===== src/rtl/mult_div_unit.sv =====
// rtl/mult_div_unit.sv - iterative shift-add multiplier and restoring divider
// Define MULT_DIV_UNIT_DIV_EN to build the divider; without it div/divu complete at once with op_error.
module mult_div_unit #(
  parameter int WIDTH = 32
) (
  input  logic             clock,
  input  logic             reset,
  input  logic             start,
  input  logic [1:0]       op,
  input  logic [WIDTH-1:0] inA,
  input  logic [WIDTH-1:0] inB,
  output logic             busy,
  output logic             done,
  output logic [WIDTH-1:0] hi,
  output logic [WIDTH-1:0] lo,
  output logic             div_by_zero,
  output logic             op_error
);

  localparam int CW = $clog2(WIDTH) + 1;

  typedef enum logic [1:0] {IDLE, RUN, DONE} state_t;

  state_t           state;
  logic [1:0]       op_q;
  logic [CW-1:0]    cnt;
  logic [WIDTH-1:0] acc;
  logic [WIDTH-1:0] work;
  logic [WIDTH-1:0] mcand;
  logic             neg_res;

  logic             signed_in;
  logic             a_neg_in;
  logic             b_neg_in;
  logic [WIDTH-1:0] a_mag_in;
  logic [WIDTH-1:0] b_mag_in;
  logic             last;

  logic [WIDTH:0]     mul_sum;
  logic [WIDTH-1:0]   mul_acc;
  logic [WIDTH-1:0]   mul_work;
  logic [2*WIDTH-1:0] product;

  assign busy = (state == RUN);
  assign done = (state == DONE);
  assign last = (cnt == CW'(WIDTH - 1));

  assign signed_in = ~op[0];
  assign a_neg_in  = signed_in & inA[WIDTH-1];
  assign b_neg_in  = signed_in & inB[WIDTH-1];
  assign a_mag_in  = a_neg_in ? -inA : inA;
  assign b_mag_in  = b_neg_in ? -inB : inB;

  // Multiply keeps the product as {acc, work}, shifting right as multiplier bits retire.
  always_comb begin
    mul_sum  = {1'b0, acc} + (work[0] ? {1'b0, mcand} : {(WIDTH+1){1'b0}});
    mul_acc  = mul_sum[WIDTH:1];
    mul_work = {mul_sum[0], work[WIDTH-1:1]};
    product  = {mul_acc, mul_work};
    if (neg_res)
      product = -product;
  end

`ifdef MULT_DIV_UNIT_DIV_EN
  logic [WIDTH-1:0] a_raw;
  logic             neg_rem;
  logic             b_zero;
  logic [WIDTH:0]   rem_sh;
  logic [WIDTH-1:0] div_diff;
  logic             div_ge;
  logic [WIDTH-1:0] div_acc;
  logic [WIDTH-1:0] div_work;

  // Divide keeps the partial remainder in acc and shifts quotient bits into work.
  always_comb begin
    rem_sh   = {acc, work[WIDTH-1]};
    div_ge   = (rem_sh >= {1'b0, mcand});
    div_diff = rem_sh[WIDTH-1:0] - mcand;
    div_acc  = div_ge ? div_diff : rem_sh[WIDTH-1:0];
    div_work = {work[WIDTH-2:0], div_ge};
  end
`endif

  always_ff @(posedge clock) begin
    if (reset) begin
      state       <= IDLE;
      op_q        <= 2'b00;
      cnt         <= '0;
      acc         <= '0;
      work        <= '0;
      mcand       <= '0;
      neg_res     <= 1'b0;
      hi          <= '0;
      lo          <= '0;
      div_by_zero <= 1'b0;
      op_error    <= 1'b0;
`ifdef MULT_DIV_UNIT_DIV_EN
      a_raw       <= '0;
      neg_rem     <= 1'b0;
      b_zero      <= 1'b0;
`endif
    end else begin
      case (state)
        IDLE, DONE: begin
          if (start) begin
            state   <= RUN;
            op_q    <= op;
            cnt     <= '0;
            acc     <= '0;
            work    <= a_mag_in;
            mcand   <= b_mag_in;
            neg_res <= a_neg_in ^ b_neg_in;
`ifdef MULT_DIV_UNIT_DIV_EN
            a_raw   <= inA;
            neg_rem <= a_neg_in;
            b_zero  <= (inB == '0);
`endif
          end else begin
            state <= IDLE;
          end
        end
        RUN: begin
          cnt <= cnt + 1'b1;
          if (!op_q[1]) begin
            acc  <= mul_acc;
            work <= mul_work;
            if (last) begin
              {hi, lo}    <= product;
              div_by_zero <= 1'b0;
              op_error    <= 1'b0;
              state       <= DONE;
            end
          end else begin
`ifdef MULT_DIV_UNIT_DIV_EN
            acc  <= div_acc;
            work <= div_work;
            if (last) begin
              // Divide by zero reports the raw dividend, not the sign-corrected remainder.
              if (b_zero) begin
                hi          <= a_raw;
                lo          <= '1;
                div_by_zero <= 1'b1;
              end else begin
                hi          <= neg_rem ? -div_acc : div_acc;
                lo          <= neg_res ? -div_work : div_work;
                div_by_zero <= 1'b0;
              end
              op_error <= 1'b0;
              state    <= DONE;
            end
`else
            div_by_zero <= 1'b0;
            op_error    <= 1'b1;
            state       <= DONE;
`endif
          end
        end
        default: state <= IDLE;
      endcase
    end
  end

endmodule


===== config.mk =====
export PLATFORM = sky130hd
export DESIGN_NAME = mult_div_unit
export DESIGN_NICKNAME = d
export VERILOG_FILES = /design/src/rtl/mult_div_unit.sv
export SDC_FILE = /design/constraint.sdc
export NUM_CORES = 1
export LEC_CHECK = 0
export ABC_AREA = 0
export ABC_CLOCK_PERIOD_IN_PS = 5900
export BUFFER_PORTS_ARGS = -buffer_cell sky130_fd_sc_hd__buf_2
export CORE_UTILIZATION = 40
export CTS_CLUSTER_DIAMETER = 200
export DETAILED_ROUTE_END_ITERATION = 12
export GPL_TIMING_DRIVEN = 0
export HOLD_SLACK_MARGIN = 0.03
export PLACE_DENSITY_LB_ADDON = 0.25
export SLEW_MARGIN = 20
export SYNTH_ARGS = -nofsm -noshare
export SYNTH_HDL_FRONTEND = slang
export SYNTH_SLANG_ARGS = --single-unit
export TNS_END_PERCENT = 1

===== constraint.sdc =====
create_clock -name clock -period 5.9 [get_ports clock]
set_input_delay 1.18 -clock clock [delete_from_list [all_inputs] [get_ports clock]]
set_output_delay 1.18 -clock clock [all_outputs]
set_load 0.05 [all_outputs]

==> After elaboration in Yosys (flattened, before gate mapping) <==
Cells that the tools add are included.
{ "totals": {"wordCells": 55, "in_bits": 69, "register_bits": 173, "output_inout_bits": 68} }
{ "classes": {"bitwise": 5, "n_mux": 19, "eq_ne": 6, "add_sub_neg": 5, "n_reduce_logical": 9} }
{ "op_table": {"columns": ["op", "n"], "rows": [
  ["2-to-1 mux 32 bit", 7],
  ["one-hot mux 32 bit (2 select lines)", 2],
  ["2-to-1 mux 64 bit", 1],
  ["negation 32 bit", 2],
  ["negation 64 bit", 1],
  ["adder 32 x 32 -> 33 bit", 1],
  ["one-hot mux 6 bit (2 select lines)", 1],
  ["adder 6 x 1 -> 6 bit, second input constant", 1],
  ["== test 6 x 5 -> 1 bit, second input constant", 1],
  ["2-to-1 mux 6 bit", 1],
  ["AND reduction 2 bit", 3],
  ["AND reduction 3 bit", 2],
  ["2-to-1 mux 1 bit", 4],
  ["2-to-1 mux 2 bit", 2],
  ["inequality test 2 bit, second input constant", 2],
  ["one-hot mux 2 bit (2 select lines)", 1],
  ["nonzero test 2 bit", 2],
  ["inequality test 3 x 1 -> 1 bit, second input constant", 1],
  ["bitwise AND 1 bit", 2],
  ["== test 2 x 1 -> 1 bit, second input constant", 1],
  ["== test 2 bit, second input constant", 1],
  ["logical NOT 2 bit", 1],
  ["inverter 1 bit", 2],
  ["OR reduction 2 bit", 1],
  ["XOR 1 bit", 1]
]} }

==> Longest topological paths before layout <==
{ "depth": {"depth_word": 5, "depth_mapped": 16, "mapped_depth_nobuf": 13} }

==> Least setup slack after synthesis <==
OpenSTA, ideal clock, no wires.
{ "synth_timing": {"kind": "register -> register", "from": "register work[0]", "to": "register hi[28]", "stages_incl_launch_ff": 16, "required_time_ns": 5.814, "arrival_time_ns": 4.467, "setup_ns": 0.086, "slack_ns": 1.348, "path_buffers": 2, "synth_period_minus_slack_ns": 4.552, "cell_sequence": "dfxtp_1 > clkbuf_1 > and2_1 > ha_1 > fa_1 > a21o_1 > a221oi_1 > xnor2_1 > or4b_4 > or4_4 > or3_1 > or2_0 > clkbuf_2 > o41ai_1 > xor2_1 > a211oi_1"} }
{ "synth_between": {"elab_chain_len": 4} }
{ "synth_rtl": {"columns": ["item", "line_no", "source"], "rows": [
  ["start: declaration", "28", "logic [WIDTH-1:0] work;"],
  ["start signal: assignment", "110", "work <= a_mag_in;"],
  ["start signal: assignment", "126", "work <= mul_work;"],
  ["2-to-1 mux 32 bit *", "56", "mul_sum = {1'b0, acc} + (work[0] ? {1'b0, mcand} : {(WIDTH+1){1'b0}});"],
  ["adder 32 x 32 -> 33 bit *", "56", null],
  ["negation 64 bit", "61", "product = -product;"],
  ["2-to-1 mux 64 bit *", "60", "if (neg_res)"],
  ["end signal: assignment", "128", "{hi, lo} <= product;"],
  ["end: declaration", "14", "output logic [WIDTH-1:0] hi,"]
]} }
Mark *: on every way between the ends. The rest lies on a longest branch, timed or not.
A chain may end at the register's enable or synchronous reset.

==> Worst setup path in the final report <==
{ "layout_timing": {"from": "register work[0]", "to": "register hi[30]"} }
The elaborated chain is that of the path after synthesis.

==> impl_results.md <==
* Status: completed
* Max FO, Critical Path at 10
* Nets at 1729
* Non-Filler Instances at 2009
* Top cell type by total area after synthesis: dfxtp_1
* Compound-gate portion of the synthesized area at 26.83%
* Routed WL at 35.94 mm
* FF+latch count, synth at 171
* Die height at 168.5 um
* CP startpoint kind: flop
* Hpwl dp at 27.68 mm
* Synth Instances at 1470
* Crit path cell chain: clkbuf_1, and2_1, ha_1, fa_1, or4_4, a21oi_2, or4b_4, or4_4, or3_1, or2_0, clkbuf_2, o41ai_1, xor2_1, a211oi_1
* Syn Nets at 1576
* Worst path max stage delay at 0.58 ns
* Clk root buf: clkbuf_16
* Via count at 11490
* DR iter-0 viols at 849
* Via/cell ratio at 5.718
* Filler instances at 2715
* GRT Util Overall at 25.37%
* I/O pins at 137
* Placer's final routability congestion estimate at 0.9241
* Sequential share of the synthesized area at 30.88%
* Num CTS Buffers at 17
* CTS tree: built
* Utilization after layout at 47.27%
* Post-synthesis cell area at 0.01108 mm2
* Delay-heaviest family, CP: simple AND/OR/NAND/NOR gates
* Max Clk Rate at 0.1786 GHz
* Ys async rst share at 0%
* Routed len/inst at 17.89 um
* Clock Sinks at 171
* Commonest cells in the netlist: nor2_1 (209), dfxtp_1 (171), a21oi_1 (151), nand2_1 (125), a211oi_1 (108)
* Max-Cap Viols at 0
* Post-synthesis xor/xnor area fraction at 9.798%
* Initial antenna violation count at 0
* Ratio of cells with drive above 1 in the final layout at 11.55%
* # setup viols final at 0
* Pleak at 0.004814 uW
* Worst clock skew at 0.01248 ns
* Drt drc at 0
* RSZ-0062 raised after global routing: no
* Pint at 1947 uW
* Clock share of power at 38.6%
* Post-synthesis cell type count at 76
* # port buffers at 134
* Post-synth top area share at 30.88%
* Worst-path clk slew at 0.08 ns
* Slew headroom at 24.50%
* HP Class: reg2reg
* Post-synthesis adder-cell area fraction at 4.244%
* Simple-Gate Fraction of Synth Area at 23.31%
* Final antenna-violating net count at 0
* DP Cell Count at 1976
* Most common cell type on the critical path: or4_4
* Syn. warnings at 0
* Worst Path Buf+Inv at 2
* Grt total ovfl at 0
* Worst-Skew Late Latency at 0.44 ns
* CTS H-tree depth at 4
* VDD IR max at 0.0001605 V
* Vias in the first global route at 10660
* Req. time, crit path at 6.21 ns
* Net Sw Frac at 32.98%
* Mux share of post-synthesis cell area at 0.5418%
* Combinational share of power at 18.2%
* Num rows at 60
* Slew Limit Fails at 0
* Slowest CP cell: or4_4
* Core area at 0.02710 mm2
* First-pass GRT wire length at 57.26 mm
* Net Switching at 957.8 uW
* Top-count cell post-synth: nor2_1
* Die Wd at 168.5 um
* Largest family of logic cells by synthesized area: compound AO/OA/AOI/OAI gates
* Die area at 0.02838 mm2
* Final Cycle Share at 94.91%
* Top area cells in the synthesized netlist: dfxtp_1 (31%), a211oi_1 (7.3%), nor2_1 (7.1%)
* Largest net degree at the start of global routing at 19
* Setup_tns at 0 ns
* P&R area growth vs syn at 15.58%
* Crit Path Class: reg2reg
* Top_reg_cell synth: dfxtp_1
* Post-synth EDFFs at 0
* Arrival @ worst endpoint at 5.91 ns
* Final critical-path required period at 5.600 ns
* Worst Hold Slack at 0.4500 ns
* Pwr/cell area at 226.7 mW/mm2
* Starting density of the core at 40.90%
* Worst Tran Pin Value at 1.128 ns
* Fin. Hold Viols at 0
* Fin area at 0.01281 mm2
* Synth Area per Inst at 7.540 um2
* Post-place instance area at 0.01222 mm2
* Flop pwr share at 43.2%
* Crit path capture type: flop
* Initial DRT Pass Iterations at 5
* Max Root-Sink Buffers at 2
==> per-stage QoR <==
step                setup WS, ns  total power [uW]
global route             0.07262              3020
detailed placement        0.2861              1799
finish                    0.3000              2904
floorplan                  1.348              1620
CTS                       0.2285              2907
global placement          0.2868              1792
==> power groups by stage <==
stage	logic [uW]	clock network, uW	registers, uW
6_report	528	1120	1250
5_1_grt	584	1180	1260
4_1_cts	523	1130	1250
3_5_place_dp	520	0	1280
3_3_place_gp	515	0	1280
2_1_floorplan	360	0	1260
==> area by class of cell <==
type / count / area, um2 / share of cell area, %
diodes: 1 / 2.502 / 0.01953
plain buffers: 98 / 381.6 / 2.979
clock buffers: 17 / 425.4 / 3.321
clock inverters: 15 / 156.4 / 1.221
inverters: 27 / 101.3 / 0.7911
multi-input cells: 1174 / 7184 / 56.08
flip-flops and latches: 171 / 3423 / 26.72
well taps: 372 / 465.4 / 3.633
repair buffers: 134 / 670.6 / 5.235
==> worst register-to-register path, stage by stage (launching register included) <==
cell	delay, ns
dfxtp_1	0.52
clkbuf_1	0.45
and2_1	0.22
ha_1	0.18
fa_1	0.49
or4_4	0.58
a21oi_2	0.12
or4b_4	0.49
or4_4	0.55
or3_1	0.44
or2_0	0.22
clkbuf_2	0.20
o41ai_1	0.47
xor2_1	0.44
a211oi_1	0.14
==> per-layer routing <==
| metal | up-vias | track usage [%] | routed length [um] |
|---|---|---|---|
| met5 | - | 0 | 0 |
| met4 | 0 | 7.312 | 801 |
| met3 | 43 | 3.343 | 2000 |
| met2 | 323 | 39.96 | 15770 |
| met1 | 5487 | 36.08 | 17360 |
| li1 | 5634 | - | - |
==> what timing repair did <==
| action | in CTS | in global routing |
|---|---|---|
| hold buffers | 0 | 0 |
| setup endpoints to repair | 0 | 1 |
| buffers inserted | 0 | 0 |
| resized for setup | 0 | 1 |
==> worst paths after layout <==
path	slack [ns]	from	cells past startpoint	end
max	0.30	work[0]$_SDFFE_PP0P_	14	hi[30]$_SDFFE_PP0P_
min	0.45	mcand[21]$_SDFFE_PP0P_	2	mcand[21]$_SDFFE_PP0P_
max reg2reg	0.30	work[0]$_SDFFE_PP0P_	14	hi[30]$_SDFFE_PP0P_
min reg2reg	0.45	mcand[21]$_SDFFE_PP0P_	2	mcand[21]$_SDFFE_PP0P_
==> state kept, by name, indices dropped and copies added (netlist names) <==
register,count
acc,32
cnt,6
hi,32
lo,32
mcand,32
neg_res,1
op_error,1
op_q,1
state,2
work,32
==> cell families after synthesis <==
family	Yosys count
buffers and inverters	125
and+or+nand+nor	549
AOI/OAI and AO/OA	457
adders and majority gates	37
muxes	6
xor gates and xnor gates	124
DFF	171
other	1
==> layout by cell type, fill, tap and decap left out, types with 14 or more instances in the layout <==
| master | count |
|---|---|
| nor2_1 | 209 |
| dfxtp_1 | 171 |
| a21oi_1 | 151 |
| buf_2 | 135 |
| nand2_1 | 125 |
| a211oi_1 | 108 |
| clkbuf_1 | 89 |
| xor2_1 | 82 |
| o21ai_0 | 67 |
| and2_1 | 42 |
| xnor2_1 | 42 |
| nand3_1 | 41 |
| ha_1 | 36 |
| inv_1 | 26 |
| nor3_1 | 26 |
| o31ai_1 | 25 |
| or3_1 | 24 |
| nor4_1 | 21 |
| clkbuf_16 | 17 |
| a311oi_1 | 14 |
Power figures use the tool's default switching activity.
